<file path="src/rtl/riscv_fetch.sv">
// ---------------------------------------------------------------------------
// riscv_fetch
//
// Instruction-fetch stage of the RV32I single-cycle core. It owns the program
// counter, requests each instruction from instruction memory with a
// request/acknowledge handshake, and holds the fetched word stable until the
// execute logic has consumed it. After consumption it picks the next PC as
// one of PC+4, PC+imm or (rs1+imm) with bit 0 cleared. A target whose bit 1
// is set halts fetch with a sticky exception. Retired instructions are
// counted, including the jump or branch that raises the exception.
//
// Ports
//   i_clk, i_rstn        clock (rising edge), asynchronous active-low reset
//   i_fetch_src_pc       next-PC select: 0 PC+4, 1 PC+imm, 2 rs1+imm, 3 PC+4
//   i_fetch_imm          sign-extended immediate from decode
//   i_fetch_rs1_data     rs1 read data, used by JALR
//   i_fetch_ready        execute consumes the current instruction this cycle
//   o_imem_req/addr      instruction-memory request and its address
//   i_imem_ack/rdata     memory acknowledge and the instruction word
//   o_fetch_valid        o_fetch_instr holds a valid instruction
//   o_fetch_instr        fetched instruction (registered)
//   o_fetch_pc/pc4       PC of the current instruction and PC+4
//   o_fetch_exc          sticky misaligned-target exception
//   o_fetch_badaddr      offending target address
//   o_fetch_instret      retired-instruction counter (wraps)
// ---------------------------------------------------------------------------
module riscv_fetch #(
    parameter logic [31:0] RESET_PC = 32'h0000_0000
) (
    input  logic        i_clk,
    input  logic        i_rstn,
    input  logic [1:0]  i_fetch_src_pc,
    input  logic [31:0] i_fetch_imm,
    input  logic [31:0] i_fetch_rs1_data,
    input  logic        i_fetch_ready,
    output logic        o_imem_req,
    output logic [31:0] o_imem_addr,
    input  logic        i_imem_ack,
    input  logic [31:0] i_imem_rdata,
    output logic        o_fetch_valid,
    output logic [31:0] o_fetch_instr,
    output logic [31:0] o_fetch_pc,
    output logic [31:0] o_fetch_pc4,
    output logic        o_fetch_exc,
    output logic [31:0] o_fetch_badaddr,
    output logic [31:0] o_fetch_instret
);

    localparam logic [31:0] NOP_INSTR = 32'h0000_0013;

    typedef enum logic [1:0] {
        ST_BOOT  = 2'd0,
        ST_REQ   = 2'd1,
        ST_VALID = 2'd2,
        ST_HALT  = 2'd3
    } state_e;

    // Instructions are 4-byte aligned. JALR has already cleared bit 0, so
    // only bit 1 can make a target misaligned.
    function automatic logic target_misaligned(input logic [31:0] addr);
        return addr[1];
    endfunction

    state_e      state_q, state_d;
    logic [31:0] pc_q, pc_d;
    logic [31:0] instr_q, instr_d;
    logic        exc_q, exc_d;
    logic [31:0] badaddr_q, badaddr_d;
    logic [31:0] instret_q, instret_d;
    logic        imem_req_q;
    logic        fetch_valid_q;

    logic [31:0] pc_plus4_s;
    logic [31:0] jalr_sum_s;
    logic [31:0] next_pc_s;

    // Next-PC selection from the control unit's source select.
    always_comb begin
        pc_plus4_s = pc_q + 32'd4;
        jalr_sum_s = i_fetch_rs1_data + i_fetch_imm;
        next_pc_s  = pc_plus4_s;
        case (i_fetch_src_pc)
            2'd0:    next_pc_s = pc_plus4_s;
            2'd1:    next_pc_s = pc_q + i_fetch_imm;
            2'd2:    next_pc_s = jalr_sum_s & 32'hFFFF_FFFE;
            default: next_pc_s = pc_plus4_s;
        endcase
    end

    // Fetch FSM next-state logic and datapath updates.
    always_comb begin
        state_d   = state_q;
        pc_d      = pc_q;
        instr_d   = instr_q;
        exc_d     = exc_q;
        badaddr_d = badaddr_q;
        instret_d = instret_q;
        case (state_q)
            ST_BOOT: begin
                state_d = ST_REQ;
            end
            ST_REQ: begin
                // The acknowledge is honoured only here; anywhere else it is
                // treated as noise.
                if (i_imem_ack) begin
                    instr_d = i_imem_rdata;
                    state_d = ST_VALID;
                end else begin
                    state_d = ST_REQ;
                end
            end
            ST_VALID: begin
                if (i_fetch_ready) begin
                    instret_d = instret_q + 32'd1;
                    if (target_misaligned(next_pc_s)) begin
                        // The jump itself retires, but the PC stays on it so
                        // the faulting instruction remains identifiable.
                        exc_d     = 1'b1;
                        badaddr_d = next_pc_s;
                        state_d   = ST_HALT;
                    end else begin
                        pc_d    = next_pc_s;
                        state_d = ST_REQ;
                    end
                end else begin
                    state_d = ST_VALID;
                end
            end
            ST_HALT: begin
                state_d = ST_HALT;
            end
            default: begin
                state_d = ST_BOOT;
            end
        endcase
    end

    // State, datapath registers and the handshake flags. The flags are
    // registered copies of the next-state decode, so they depend on state
    // only and never combinationally on the acknowledge input.
    always_ff @(posedge i_clk or negedge i_rstn) begin
        if (!i_rstn) begin
            state_q       <= ST_BOOT;
            pc_q          <= RESET_PC;
            instr_q       <= NOP_INSTR;
            exc_q         <= 1'b0;
            badaddr_q     <= 32'h0000_0000;
            instret_q     <= 32'h0000_0000;
            imem_req_q    <= 1'b0;
            fetch_valid_q <= 1'b0;
        end else begin
            state_q       <= state_d;
            pc_q          <= pc_d;
            instr_q       <= instr_d;
            exc_q         <= exc_d;
            badaddr_q     <= badaddr_d;
            instret_q     <= instret_d;
            imem_req_q    <= (state_d == ST_REQ);
            fetch_valid_q <= (state_d == ST_VALID);
        end
    end

    assign o_imem_req      = imem_req_q;
    assign o_imem_addr     = pc_q;
    assign o_fetch_valid   = fetch_valid_q;
    assign o_fetch_instr   = instr_q;
    assign o_fetch_pc      = pc_q;
    assign o_fetch_pc4     = pc_plus4_s;
    assign o_fetch_exc     = exc_q;
    assign o_fetch_badaddr = badaddr_q;
    assign o_fetch_instret = instret_q;

endmodule

</file>
<file path="config.mk">
export PLATFORM = sky130hd
export DESIGN_NAME = riscv_fetch
export DESIGN_NICKNAME = d
export VERILOG_FILES = /design/src/rtl/riscv_fetch.sv
export SDC_FILE = /design/constraint.sdc
export NUM_CORES = 1
export LEC_CHECK = 0
export CAP_MARGIN = 15
export CORE_UTILIZATION = 44
export CTS_BUF_LIST = sky130_fd_sc_hd__clkbuf_4 sky130_fd_sc_hd__clkbuf_8
export CTS_CLUSTER_DIAMETER = 150
export DETAILED_ROUTE_END_ITERATION = 10
export PLACE_DENSITY_LB_ADDON = 0.3
export SLEW_MARGIN = 20
export SYNTH_ARGS = -nofsm -noshare
export SYNTH_HDL_FRONTEND = slang
export SYNTH_SLANG_ARGS = --single-unit
</file>
<file path="constraint.sdc">
create_clock -name i_clk -period 4.3 [get_ports i_clk]
set_input_delay 1.075 -clock i_clk [delete_from_list [all_inputs] [get_ports i_clk]]
set_output_delay 1.075 -clock i_clk [all_outputs]
set_load 0.01 [all_outputs]
</file>
==> flow_summary.json <==
{
  "place.gp.congestion": 0.9346,
  "hp-class": "reg2reg",
  "ys_ff_latch": 131,
  "layout_common_cells": "clkdlybuf4s50_1, nand2_1, dfrtp_1",
  "synth-simple-area-share_pct": 16.06,
  "rows": 54,
  "crit_type": "reg2out",
  "synthXorXnorAreaFrac_pct": 9.293,
  "avgSynthCellArea_um2": 8.721,
  "p_leak_nw": 5.851,
  "start_util_pct": 44.91,
  "first_pass_iters": 5,
  "worstPathArrival_ns": 3.12,
  "ys.flop_type": "dfrtp_1",
  "maxSlewViolCount": 0,
  "grt_pass1_vias": 9120,
  "place_hpwl_um": 25780,
  "rsz0062_at_grt": "false",
  "cts-root-buf": "clkbuf_8",
  "wl_per_cell_um": 18.98,
  "cp_max_fo": 8,
  "final_common_cell": "clkdlybuf4s50_1",
  "diodes": 0,
  "setup_viol": 0,
  "syn_area_um2": 9802,
  "ir_drop_mv": 0.2038,
  "ant_nets": 0,
  "synth-edff-count": 0,
  "design_area_um2": 13470,
  "die_w_um": 151.3,
  "drt_iter0_drc": 560,
  "yosys_warnings": 0,
  "min_period_over_period_pct": 97.66,
  "drt-vias-per-instance": 5.657,
  "num_io_pins": 297,
  "grt_max_degree": 68,
  "max_freq_ghz": 0.2381,
  "synth-compound-area-share_pct": 21.60,
  "end_kind": "output pin",
  "fin_crit_ns": 4.199,
  "grt_pass1_wl_um": 48910,
  "slowest_delay_ns": 0.60,
  "port_buffers": 293,
  "grt_overflow": 0,
  "synthMuxAreaShare_pct": 5.285,
  "core_um2": 21820,
  "grt_use_total_pct": 28.00,
  "relSlewSlack_pct": 44.87,
  "crit_top_cell": "and3_1",
  "drive_above_1_share_pct": 10.39,
  "finalPower_w": 0.006801,
  "synth_fa_ha_area_share_pct": 8.501,
  "critPathLaunchType": "register",
  "max_cap_violations": 0,
  "yosysSeqAreaShare_pct": 33.48,
  "async_flop_share_pct": 100.0,
  "tightestPinTransition_ns": 0.8269,
  "tritoncts": "built",
  "finalClockSkew_ns": 0.01695,
  "cts_made_buffers": 17,
  "final.setup.tns_ns": 0,
  "syn_to_final_growth_pct": 37.43,
  "synth_top_family_by_area": "compound AO/OA/AOI/OAI gates",
  "postSynthCellCount": 1124,
  "die_area_um2": 22880,
  "status": "completed",
  "vias": 9589,
  "fp.dieH_um": 151.3,
  "antenna_found_initial": 0,
  "cp_data_required_time_ns": 3.22,
  "clock_path_buffers": 2,
  "placed_cells": 1660,
  "instances_no_fill": 1695,
  "placed_area_um2": 13010,
  "powerDensity_nw_per_um2": 504.9,
  "final_nets": 1570,
  "clk_pin_slew_worst_paths_ns": 0.08,
  "finalHoldViolations": 0,
  "clk_latency_ns": 0.44,
  "drt_wl_total_um": 32170,
  "synth_cell_types": 71,
  "drc": 0,
  "clkSinkCount": 131,
  "htreeDepth": 4,
  "path_cells": "ha_1 > inv_1 > nor4_2 > and3_2 > and3_1 > and3_1 > xor2_2 > clkdlybuf4s50_1",
  "nFillCells": 1889,
  "crit_slowest_cell": "clkdlybuf4s50_1"
}
[metrics by stage]
stage          hold WS (ns)  util, %  setup slack [ns]
3_3_place_gp         0.4629    59.59           0.02987
2_1_floorplan        0.5032        -            0.6744
6_report             0.4709    61.72            0.1005
5_1_grt              0.4849    61.72           0.01657
4_1_cts              0.4763    61.67           0.04434
3_5_place_dp         0.4653    59.59          -0.01107
[critical path, delay by kind of cell (launching register included)]
| family | cells | cell delay, ns |
|---|---|---|
| simple gates | 4 | 1.05 |
| flops | 1 | 0.46 |
| fa+ha+maj | 1 | 0.23 |
| buf+inv | 2 | 0.71 |
| xor+xnor | 1 | 0.23 |
[what timing repair did]
item / CTS / global route
pin swaps: 1 / 0
setup buffers: 3 / 0
gates resized for setup: 3 / 4
setup endpoints to repair: 2 / 4
hold buffers: 0 / 0
[cell families (layout without fill, tap and decap cells)]
| family | Yosys count | after routing |
|---|---|---|
| simple gates | 342 | 342 |
| buf+inv | 113 | 402 |
| flops | 131 | 131 |
| mux | 46 | 46 |
| xor+xnor | 104 | 104 |
| compound gates | 321 | 321 |
| fa+ha+maj | 66 | 66 |
| other cells | 1 | 3 |
[final cells by class]
type                    count  area, µm²  area share (%)
well taps                 280      350.3           2.601
repair buffers            337       3298           24.48
multi-input cells         882       5982           44.41
clock inverters            13      172.7           1.282
inverters                  33      123.9          0.9196
clock buffers              19      255.2           1.895
flip-flops and latches    131       3288           24.41
[cells in the mapped netlist, types with 18 or more instances]
cell type	instances	area, µm²
a21o_1	31	232.7
a21oi_1	66	330.3
a31oi_1	21	131.4
and3_1	18	112.6
buf_4	36	270.3
clkbuf_1	37	138.9
dfrtp_1	128	3203
ha_1	65	813.3
inv_1	33	123.9
mux2_2	38	427.9
nand2_1	139	521.8
nand3_1	35	175.2
nand4_1	19	118.9
nor2_1	75	281.5
o21ai_0	80	400.4
xnor2_1	63	551.8
xor2_1	41	359.1
[routing by layer]
layer / wire, µm / up-vias / global-route usage (%)
li1: - / 4607 / -
met1: 14070 / 4539 / 38.40
met2: 14880 / 398 / 45.11
met3: 2555 / 45 / 4.337
met4: 656 / 0 / 8.450
met5: 0 / - / 0
[final timing paths]
| kind | startpoint | end | slack (ns) | cells past startpoint |
|---|---|---|---|---|
| worst max-delay path | o_fetch_pc[2]$_DFFE_PN0P_ | o_fetch_pc4[20] | 0.10 | 8 |
| worst min-delay path | o_fetch_instret[31]$_DFFE_PN0P_ | o_fetch_instret[31]$_DFFE_PN0P_ | 0.47 | 1 |
| worst max register to register | o_fetch_pc[6]$_DFFE_PN0P_ | o_fetch_pc[25]$_DFFE_PN0P_ | 0.97 | 10 |
| worst min register to register | o_fetch_instret[31]$_DFFE_PN0P_ | o_fetch_instret[31]$_DFFE_PN0P_ | 0.47 | 1 |
| max in group asynchronous | i_rstn | o_fetch_badaddr[25]$_DFFE_PN0P_ | 2.74 | 2 |
| min in group asynchronous | i_rstn | o_fetch_instr[5]$_DFFE_PN0P_ | 0.71 | 1 |
[sequential cells by signal (all words and copies together) (netlist names)]
name             cells
o_fetch_instr       32
o_fetch_pc          31
o_imem_req           1
o_fetch_badaddr     32
state_q              2
o_fetch_valid        1
o_fetch_instret     32
[power by group]
group | switching, W | internal, W
Combinational | 0.00180 | 0.00191
Clock | 0.000508 | 0.000606
Sequential | 0.000380 | 0.00160
Total | 0.00268 | 0.00412
No activity file was read; power rests on OpenSTA's default activity.
